File: config.mk
export PLATFORM = sky130hd
export DESIGN_NAME = vector_lane_sequencer
export DESIGN_NICKNAME = d
export VERILOG_FILES = /design/src/rtl/rv32i_types_pkg.sv /design/src/rtl/vseq_done_tracker.sv /design/src/rtl/vector_lane_sequencer.sv
export SDC_FILE = /design/constraint.sdc
export NUM_CORES = 1
export LEC_CHECK = 0
export CAP_MARGIN = 25
export CORE_ASPECT_RATIO = 0.7
export CORE_MARGIN = 2
export CORE_UTILIZATION = 35
export CTS_BUF_LIST = sky130_fd_sc_hd__clkbuf_8
export DETAILED_ROUTE_END_ITERATION = 6
export DONT_BUFFER_PORTS = 1
export SLEW_MARGIN = 10
export SYNTH_ARGS = -nofsm -noshare
export SYNTH_HDL_FRONTEND = slang
export SYNTH_SLANG_ARGS = --single-unit
File: constraint.sdc
create_clock -name CLK -period 3.66 [get_ports CLK]
set_clock_uncertainty 0.2 [all_clocks]
set_input_delay 0.366 -clock CLK [delete_from_list [all_inputs] [get_ports CLK]]
set_output_delay 0.366 -clock CLK [all_outputs]
set_load 0.02 [all_outputs]
File: src/rtl/rv32i_types_pkg.sv
`default_nettype none
// +--------------------------------------------------------------------+
// | rv32i_types_pkg : shared types for the vector lane sequencer       |
// | Rev 1.0                                                            |
// +--------------------------------------------------------------------+
package rv32i_types_pkg;

  typedef enum logic [1:0] {
    IDLE    = 2'd0,
    ISSUE   = 2'd1,
    WAIT_MC = 2'd2,
    FIN     = 2'd3
  } seq_state_t;

endpackage
`default_nettype wire

File: src/rtl/vseq_done_tracker.sv
`default_nettype none
// +--------------------------------------------------------------------+
// | vseq_done_tracker : sticky per-lane done flags and all-done compare|
// | Rev 1.0                                                            |
// +--------------------------------------------------------------------+
module vseq_done_tracker (
  input  logic       CLK,
  input  logic       RST,
  input  logic       load,
  input  logic [1:0] load_pend,
  input  logic       track,
  input  logic       clear,
  input  logic [1:0] lane_done,
  output logic [1:0] pend,
  output logic       all_done
);

  logic [1:0] pend_r;
  logic [1:0] got_r;

  always_ff @(posedge CLK) begin
    if (RST) begin
      pend_r <= 2'b00;
      got_r  <= 2'b00;
    end else if (load) begin
      pend_r <= load_pend;
      got_r  <= 2'b00;
    end else if (clear) begin
      pend_r <= 2'b00;
      got_r  <= 2'b00;
    end else if (track) begin
      // Lanes that were never started cannot contribute a completion.
      got_r <= got_r | (lane_done & pend_r);
    end
  end

  assign pend     = pend_r;
  assign all_done = (pend_r != 2'b00) && (((got_r | lane_done) & pend_r) == pend_r);

endmodule
`default_nettype wire

File: src/rtl/vector_lane_sequencer.sv
`default_nettype none
// +--------------------------------------------------------------------+
// | vector_lane_sequencer : two-lane element-group sequencer           |
// | Rev 1.0                                                            |
// +--------------------------------------------------------------------+
module vector_lane_sequencer
  import rv32i_types_pkg::*;
#(
  parameter int MAX_VL = 32,
  parameter int VL_W   = $clog2(MAX_VL) + 1
) (
  input  logic              CLK,
  input  logic              RST,
  input  logic              instr_valid,
  output logic              ready,
  input  logic [VL_W-1:0]   vl,
  input  logic              vm,
  input  logic              fu_multicycle,
  input  logic [MAX_VL-1:0] mask_bits,
  input  logic              stall,
  input  logic [1:0]        lane_done,
  input  logic [1:0]        lane_exception,
  output logic [VL_W-1:0]   offset,
  output logic [1:0]        lane_active,
  output logic [1:0]        lane_start,
  output logic [1:0]        wen,
  output logic              busy,
  output logic              done,
  output logic              exception,
  output logic [VL_W-1:0]   vstart_out
);

  seq_state_t        state;
  logic [VL_W-1:0]   offset_r;
  logic [VL_W-1:0]   vl_r;
  logic              vm_r;
  logic              mc_r;
  logic [MAX_VL-1:0] mask_r;
  logic              exc_r;
  logic [VL_W-1:0]   vstart_r;

  logic [VL_W-1:0] off1;
  logic [VL_W-1:0] off2;
  logic            in_seq;
  logic [1:0]      act;
  logic [1:0]      msel;
  logic [1:0]      en;
  logic [1:0]      exc_hit;
  logic            exc_any;
  logic [VL_W-1:0] exc_vstart;
  logic            last_grp;
  logic            issue_go;
  logic            start_mc;
  logic            adv_issue;
  logic            mc_complete;
  logic [1:0]      pend;
  logic            all_done;

  assign off1   = offset_r + VL_W'(1);
  assign off2   = offset_r + VL_W'(2);
  assign in_seq = (state == ISSUE) || (state == WAIT_MC);
  assign act    = {in_seq && (off1 < vl_r), in_seq && (offset_r < vl_r)};

  // Active lanes always index below MAX_VL, so the low offset bits suffice;
  // an out-of-range lane1 index is masked off by act[1].
  assign msel    = {mask_r[off1[VL_W-2:0]], mask_r[offset_r[VL_W-2:0]]};
  assign en      = act & ({2{vm_r}} | msel);
  assign exc_hit = lane_exception & act;
  assign exc_any = (exc_hit != 2'b00);
  assign exc_vstart = offset_r + {{(VL_W-1){1'b0}}, ~exc_hit[0]};
  assign last_grp   = (off2 >= vl_r);

  assign issue_go    = (state == ISSUE) && !stall && !exc_any;
  assign start_mc    = issue_go && mc_r && (en != 2'b00);
  assign adv_issue   = issue_go && !start_mc;
  assign mc_complete = (state == WAIT_MC) && !stall && !exc_any && all_done;

  vseq_done_tracker u_done_tracker (
    .CLK       (CLK),
    .RST       (RST),
    .load      (start_mc),
    .load_pend (en),
    .track     (state == WAIT_MC),
    .clear     ((state == WAIT_MC) && (mc_complete || exc_any)),
    .lane_done (lane_done),
    .pend      (pend),
    .all_done  (all_done)
  );

  always_ff @(posedge CLK) begin
    if (RST) begin
      state    <= IDLE;
      offset_r <= '0;
      vl_r     <= '0;
      vm_r     <= 1'b0;
      mc_r     <= 1'b0;
      mask_r   <= '0;
      exc_r    <= 1'b0;
      vstart_r <= '0;
    end else begin
      case (state)
        IDLE: begin
          if (instr_valid) begin
            vl_r     <= vl;
            vm_r     <= vm;
            mc_r     <= fu_multicycle;
            mask_r   <= mask_bits;
            offset_r <= '0;
            exc_r    <= 1'b0;
            vstart_r <= '0;
            state    <= (vl == '0) ? FIN : ISSUE;
          end
        end
        ISSUE: begin
          if (exc_any) begin
            exc_r    <= 1'b1;
            vstart_r <= exc_vstart;
            state    <= FIN;
          end else if (start_mc) begin
            state <= WAIT_MC;
          end else if (adv_issue) begin
            if (last_grp) state <= FIN;
            else          offset_r <= off2;
          end
        end
        WAIT_MC: begin
          // An exception outranks a completion arriving in the same cycle.
          if (exc_any) begin
            exc_r    <= 1'b1;
            vstart_r <= exc_vstart;
            state    <= FIN;
          end else if (mc_complete) begin
            if (last_grp) begin
              state <= FIN;
            end else begin
              offset_r <= off2;
              state    <= ISSUE;
            end
          end
        end
        FIN:     state <= IDLE;
        default: state <= IDLE;
      endcase
    end
  end

  assign ready       = (state == IDLE);
  assign busy        = (state != IDLE);
  assign done        = (state == FIN);
  assign exception   = (state == FIN) && exc_r;
  assign vstart_out  = (state == FIN) ? vstart_r : '0;
  assign offset      = offset_r;
  assign lane_active = act;
  assign lane_start  = start_mc ? en : 2'b00;
  assign wen         = adv_issue ? en : (mc_complete ? pend : 2'b00);

endmodule
`default_nettype wire
==> results of run 1 <==
## sequential cells by signal, indices dropped and copies added (netlist names)
register	flops
exc_r	1
mask_r	32
mc_r	1
offset	5
state	2
u_done_tracker.got_r	2
u_done_tracker.pend	2
vl_r	6
vm_r	1
vstart_r	6
## power breakdown
| part | internal [uW] | leakage (uW) | total (uW) | switching, uW |
|---|---|---|---|---|
| sequential | 734 | 0.000474 | 789 | 55.3 |
| combinational | 400 | 0.000941 | 1060 | 662 |
| clock | 231 | 0.0000887 | 484 | 253 |
| total | 1370 | 0.00150 | 2340 | 970 |
## synth_stat cells (2+ instances only)
cell,count,share of area (%)
nand2b_1,6,1.2
buf_4,2,0.47
nor2_1,18,2.1
dfxtp_1,58,36
o211ai_1,2,0.47
mux4_2,8,5.7
a21oi_1,57,9.0
o22ai_1,2,0.39
a31oi_1,3,0.59
nand3_1,9,1.4
and2_1,11,2.2
mux2i_1,5,1.6
o2111ai_1,2,0.55
nand4_1,7,1.4
o32ai_1,2,0.55
or2_2,2,0.39
buf_2,3,0.47
inv_1,17,2.0
xnor2_1,3,0.83
nand2_1,96,11
xor2_1,2,0.55
o21ai_0,9,1.4
buf_1,5,0.59
ha_1,21,8.3
clkbuf_1,15,1.8
nor2b_1,3,0.59
## how the worst max path moves through the flow
stage	depth (start not counted)	from	slack [ns]	to
global route	10	state[0]	0.01	wen[0]
global placement	10	state[0]	0.72	wen[0]
detailed placement	10	state[0]	0.59	wen[0]
CTS	10	state[0]	0.20	wen[0]
finish	10	state[0]	0.23	wen[0]
floorplan	10	offset[1]	0.56	wen[0]
## cell usage in the layout, fill, tap and decap left out, types with 3 or more instances in the layout
| cell | n |
|---|---|
| a21oi_1 | 57 |
| a31oi_1 | 3 |
| and2_1 | 11 |
| buf_4 | 13 |
| clkbuf_8 | 9 |
| dfxtp_1 | 58 |
| dlygate4sd3_1 | 42 |
| ha_1 | 21 |
| inv_1 | 20 |
| mux2i_1 | 5 |
| mux4_2 | 8 |
| nand2_1 | 95 |
| nand2b_1 | 6 |
| nand3_1 | 9 |
| nand4_1 | 7 |
| nor2_1 | 18 |
| nor2b_1 | 3 |
| o21ai_0 | 9 |
| xnor2_1 | 3 |
## kinds of logic (layout without fill, tap and decap cells)
kind of cell | Yosys count | count (layout)
buf+inv | 43 | 88
fa+ha+maj | 21 | 21
xor+xnor | 5 | 5
flops | 58 | 58
other cells | 1 | 2
compound gates | 96 | 96
simple gates | 157 | 157
mux | 14 | 14
## layout make-up
cell class / instances / area (um^2) / area share (%)
multi-input combinational: 295 / 1850 / 47.1
timing repair buffer: 56 / 546 / 13.9
clock inverter: 6 / 28.8 / 0.733
inverter: 17 / 63.8 / 1.62
tap: 124 / 155 / 3.95
sequential: 58 / 1160 / 29.6
clock buffer: 9 / 124 / 3.15
## metrics by stage
stage / hold slack [ns] / cells / util, % / setup WS, ns / instance area, um^2
final: 0.0638 / 565 / 43.8 / 0.234 / 3930
after global routing: 0.0554 / 565 / 43.8 / 0.0136 / 3930
after CTS: 0.0392 / 565 / 43.8 / 0.198 / 3930
after detailed placement: 0.240 / 507 / 37.1 / 0.594 / 3320
after global placement: 0.233 / 507 / 37.1 / 0.718 / 3320
after floorplan: 0.233 / 396 / - / 0.558 / 3190
## routing by layer
metal  global-route usage, %  share of wire (%)
met2                    25.7                 42
met1                    25.8                 50
met4                    4.16               0.92
met3                    6.76                7.3
met5                       0                  0
## repair_timing
item / 4_1_cts / 5_1_grt
hold endpoints to repair: 57 / 0
buffers inserted: 0 / 0
resized for setup: 0 / 1
endpoints found under the setup margin: 0 / 2
hold buffers: 43 / 0
==> run metrics, run 1 <==
CP Cell Sequence inv_1 > ha_1 > nor2b_1 > o2111ai_1 > a21bo_2 > nand2_1 > o31ai_2 > o21bai_1 > o22ai_1 > buf_4; Final nets 506; CTS clk-pin slew, worst paths 0.07 ns; worst flop-to-flop path startpoint offset[2]; Final Max Tran Viols 0; Die W 118 um; total power 2340 uW; via count 2910; Placer Congestion 0.882; Reg2Reg Setup Slack 0.60 ns; CP endpoint kind primary output; Post-synth EDFFs 0; CTS tree built; CP top delay family compound AO/OA/AOI/OAI gates; drt wl/cell 15.1 um; post-synthesis compound-gate area fraction 18.9%; Synth Area in XOR/XNOR 1.38%; first-pass GRT wire length 14100 um; worst-margin pin slew 0.640 ns; sequential share of the synthesized area 36.5%; antenna violations before repair 0; DRT iter0 DRCs 192; HPWL Detailed 6090 um; Synth Area in Simple Gates 21.6%; endpoints failing setup 0; Yosys warnings 0; mux cell area share after synthesis 7.58%; die area 0.00989 mm^2; Worst Path Arrival 2.86 ns; H-tree levels 3; RSZ-0062 raised after global routing false; Clock Latency Late Sink 0.35 ns; Global Route Usage Sum 18.1%; antenna-violating nets left 0; number of vias per cell 5.15; Hold WC Path Type in -> reg; Buffers & Inverters on Critical Path 2; Lkg Pwr 0.00150 uW; R2R cell count 10; Worst slew margin 56.6%; GRT overflow 0; synthesized flop and latch total 58; CP max-delay cell ha_1; Initial Util 35.5%; Synth Instances 395; CTS buffer count 9; Port Buffers 0; Mean Syn Cell Area 8.06 um^2; asr flop ratio synth 0%; P per Cell Area 595 mW/mm^2; CTS sink cnt 58; worst r2r dst offset[2]; post-synthesis cell area 0.00318 mm^2; CP Launch Type flip-flop; Adder-Cell Fraction of Synth Area 8.25%; clk root buf clkbuf_8; Critical Path RT 3.09 ns; largest net degree at the start of global routing 56; vias in the first global route 2794; FMAX 0.292 GHz; commonest register cell after synthesis dfxtp_1; fin crit period 3.43 ns; setup_tns 0 ns; max incr delay on CP 0.44 ns; core box area 0.00896 mm^2; share of cells above drive strength 1 10.2%; worst IR drop on VDD 0.000254 V; row count 29; Ports 70; Fillers 923; Crit Path Category reg -> out; Hold EP state[1]; router iterations before antenna repair 4; Hold Path Cell Cnt 2; Die Ht 83.8 um; total of max-cap violations 0; final WL 8550 um; largest family of logic cells by synthesized area simple AND/OR/NAND/NOR gates; CTS Buffer Depth 2; Layout area overhead 23.3%; # DRC 0; fin crit share 93.6%; n_diodes 0; Worst Min Path Start RST; status completed; Final Hold Viols 0; Yosys cell types 53; Worst Path Max Fanout 11
(Power assumes the default switching activity.)
==> run 2: changes to the inputs <==
--- a/config.mk
+++ b/config.mk
@@ -5,6 +5,7 @@
 export SDC_FILE = /design/constraint.sdc
 export NUM_CORES = 1
 export LEC_CHECK = 0
+export ABC_AREA = 1
 export CAP_MARGIN = 25
 export CORE_ASPECT_RATIO = 0.7
 export CORE_MARGIN = 2
@@ -12,6 +13,7 @@
 export CTS_BUF_LIST = sky130_fd_sc_hd__clkbuf_8
 export DETAILED_ROUTE_END_ITERATION = 6
 export DONT_BUFFER_PORTS = 1
+export RECOVER_POWER = 100
 export SLEW_MARGIN = 10
 export SYNTH_ARGS = -nofsm -noshare
 export SYNTH_HDL_FRONTEND = slang
==> run 2 against run 1 <==
Area after synthesis is 5.4% higher. Combinational power rose by 24%. Worst setup slack better by 0.11 ns. Via count grew 5.6%. Non-clock buffer count down 28. Clock-buffer cell count increased by 1. Largest cell class unchanged.
==> run metrics, run 2 <==
status completed; CTS sink cnt 58; Worst Path Max Fanout 6; Die Ht 85.9 um; Critical Path Source offset[2]; P per Cell Area 738 mW/mm^2; Placer Congestion 0.852; R2R cell count 15; Final nets 575; combinational share of power 46.3%; max incr delay on CP 0.57 ns; CP endpoint kind primary output; Reg with most FFs mask_r; CTS tree built; Yosys cell types 39; antenna-violating nets left 0; CP max-delay cell dfxtp_1; Reg area 0.00116 mm^2; final hold slack 0.0205 ns; Global Route Usage Sum 18.0%; Ports 70; Critical Path RT 3.09 ns; CP top delay family simple AND/OR/NAND/NOR gates; largest net degree at the start of global routing 39; Fillers 987; multi-input logic area 0.00183 mm^2; Hold Path Cell Cnt 2; Post-CTS Setup Bufs 0; final WL 8890 um; Synth top area share 34.6%; number of vias per cell 4.84; Post-synth EDFFs 0; fin crit share 90.5%; Final Hold Viols 0; most frequent cells in the layout nand2_1, nor2_1, dfxtp_1, o21ai_0, inv_1; fin crit period 3.31 ns; row count 29; sequential share of the synthesized area 34.6%; RSZ-0062 raised after global routing false; CTS buffer count 9; worst-margin pin slew 1.06 ns; router iterations before antenna repair 5; Int Pwr 1570 uW; Worst Path Arrival 2.75 ns; share of cells above drive strength 1 9.98%; Initial Util 36.6%; Buffers & Inverters on Critical Path 2; Port Buffers 0; switch share 44.4%; Die W 121 um; max reg flops 32; top cells by count, synth nand2_1, nor2_1, dfxtp_1; antenna violations before repair 0; worst flop-to-flop path startpoint offset[2]; clk root buf clkbuf_8; clock share of power 21.2%; post-synthesis cell area 0.00336 mm^2; endpoints failing setup 0; DRT iter0 DRCs 159; CP Cell Sequence buf_4 > ha_1 > nand2_1 > nor2_1 > o21ai_0 > and3_1 > nand2_1 > nand2_1 > nand2_4 > nand2_4 > nand3_1 > o21ai_0 > clkbuf_2; FMAX 0.302 GHz; Flop pwr share 32.4%; most common cell after layout, fill and taps aside nand2_1; most used cell, CP nand2_1; Crit Path Category reg -> out; H-tree levels 3; Worst slew margin 29.5%; largest cells by area after synthesis dfxtp_1, nand2_1, nor2_1, ha_1, o21ai_0; asr flop ratio synth 0%; Worst path depth 13; net switching power 1260 uW; drt wl/cell 14.0 um; commonest register cell after synthesis dfxtp_1; vias in the first global route 2925; via count 3072; CTS Buffer Depth 2; worst IR drop on VDD 0.000243 V; die area 0.0104 mm^2; total of max-cap violations 0; Mean Syn Cell Area 6.91 um^2; Final Max Tran Viols 0; Regs by FF count mask_r (32), vl_r (6), vstart_r (6); CTS clk-pin slew, worst paths 0.07 ns; HPWL Detailed 6770 um; Lkg Pwr 0.00174 uW; GRT overflow 0; area leader, netlist dfxtp_1; setup_tns 0 ns; # DRC 0; synthesized flop and latch total 58; core box area 0.00918 mm^2; Worst Min Path Start vl[2]; Yosys warnings 0; top-count cell post-synth nand2_1; Hold WC Path Type in -> reg; Layout area overhead 14.1%; Clock Latency Late Sink 0.34 ns; CP Launch Type flip-flop; Synth Instances 486; first-pass GRT wire length 14600 um; n_diodes 0
## run 2: metrics by stage
stage | total power, uW | setup slack [ns] | utilization [%] | area [um^2] | instances
after floorplan | 2000 | 0.802 | - | 3360 | 487
after global placement | 2260 | 0.790 | 37.7 | 3460 | 598
after detailed placement | 2290 | 0.716 | 38.0 | 3490 | 599
after CTS | 2930 | 0.326 | 42.4 | 3900 | 635
after global routing | 3100 | 0.0555 | 41.7 | 3830 | 635
final | 2830 | 0.347 | 41.7 | 3830 | 635
## run 2: kinds of logic (layout without fill, tap and decap cells)
logic type / count (synthesis) / in the layout / share of synthesized area, %
other cells: 1 / 2 / 0.112
compound gates: 94 / 94 / 14.9
flops: 58 / 58 / 34.6
xor+xnor: 4 / 4 / 1.04
buf+inv: 76 / 100 / 9.50
fa+ha+maj: 21 / 21 / 7.83
simple gates: 232 / 232 / 32.1
## run 2: cell type report
type	instances	share of cell area, %
clock buffers	10	3.59
clock inverters	6	1.73
inverters	56	5.59
multi-input cells	353	47.8
flip-flops and latches	58	30.3
well taps	124	4.05
repair buffers	28	6.90
## run 2: routing by layer
| layer | track usage [%] | part of all wire, % |
|---|---|---|
| met1 | 25.7 | 51 |
| met3 | 5.12 | 6.3 |
| met4 | 5.71 | 0.79 |
| met5 | 0 | 0 |
| met2 | 25.8 | 41 |
## run 2: worst reg2reg max path, stage by stage (launching register included)
cell	delay (ns)
dfxtp_1	0.57
ha_1	0.26
nand3_1	0.09
xor2_1	0.20
inv_1	0.06
ha_1	0.29
nand2_1	0.10
nor2_1	0.05
o21ai_0	0.07
o211ai_1	0.15
nand2_1	0.08
o21ai_0	0.08
nor2_1	0.39
nand2_4	0.11
nor2_1	0.16
nor2_2	0.06
## run 2: timing repair
| item | 4_1_cts | 5_1_grt |
|---|---|---|
| hold endpoints to repair | 30 | 0 |
| resized for setup | 0 | 0 |
| hold buffers | 20 | 0 |
## run 2: worst paths after layout
kind	slack (ns)	to
setup reg to reg	0.63	offset[5]
hold / removal	0.02	vl_r[2]
hold reg to reg	0.24	u_done_tracker.got_r[1]
setup / recovery	0.35	wen[0]
## run 2: power by group through the flow
stage / Sequential (uW) / Combinational [uW] / Clock [uW]
6_report: 917 / 1310 / 600
5_1_grt: 939 / 1510 / 650
4_1_cts: 918 / 1390 / 625
3_5_place_dp: 933 / 1360 / 0
3_3_place_gp: 926 / 1330 / 0
2_1_floorplan: 912 / 1090 / 0
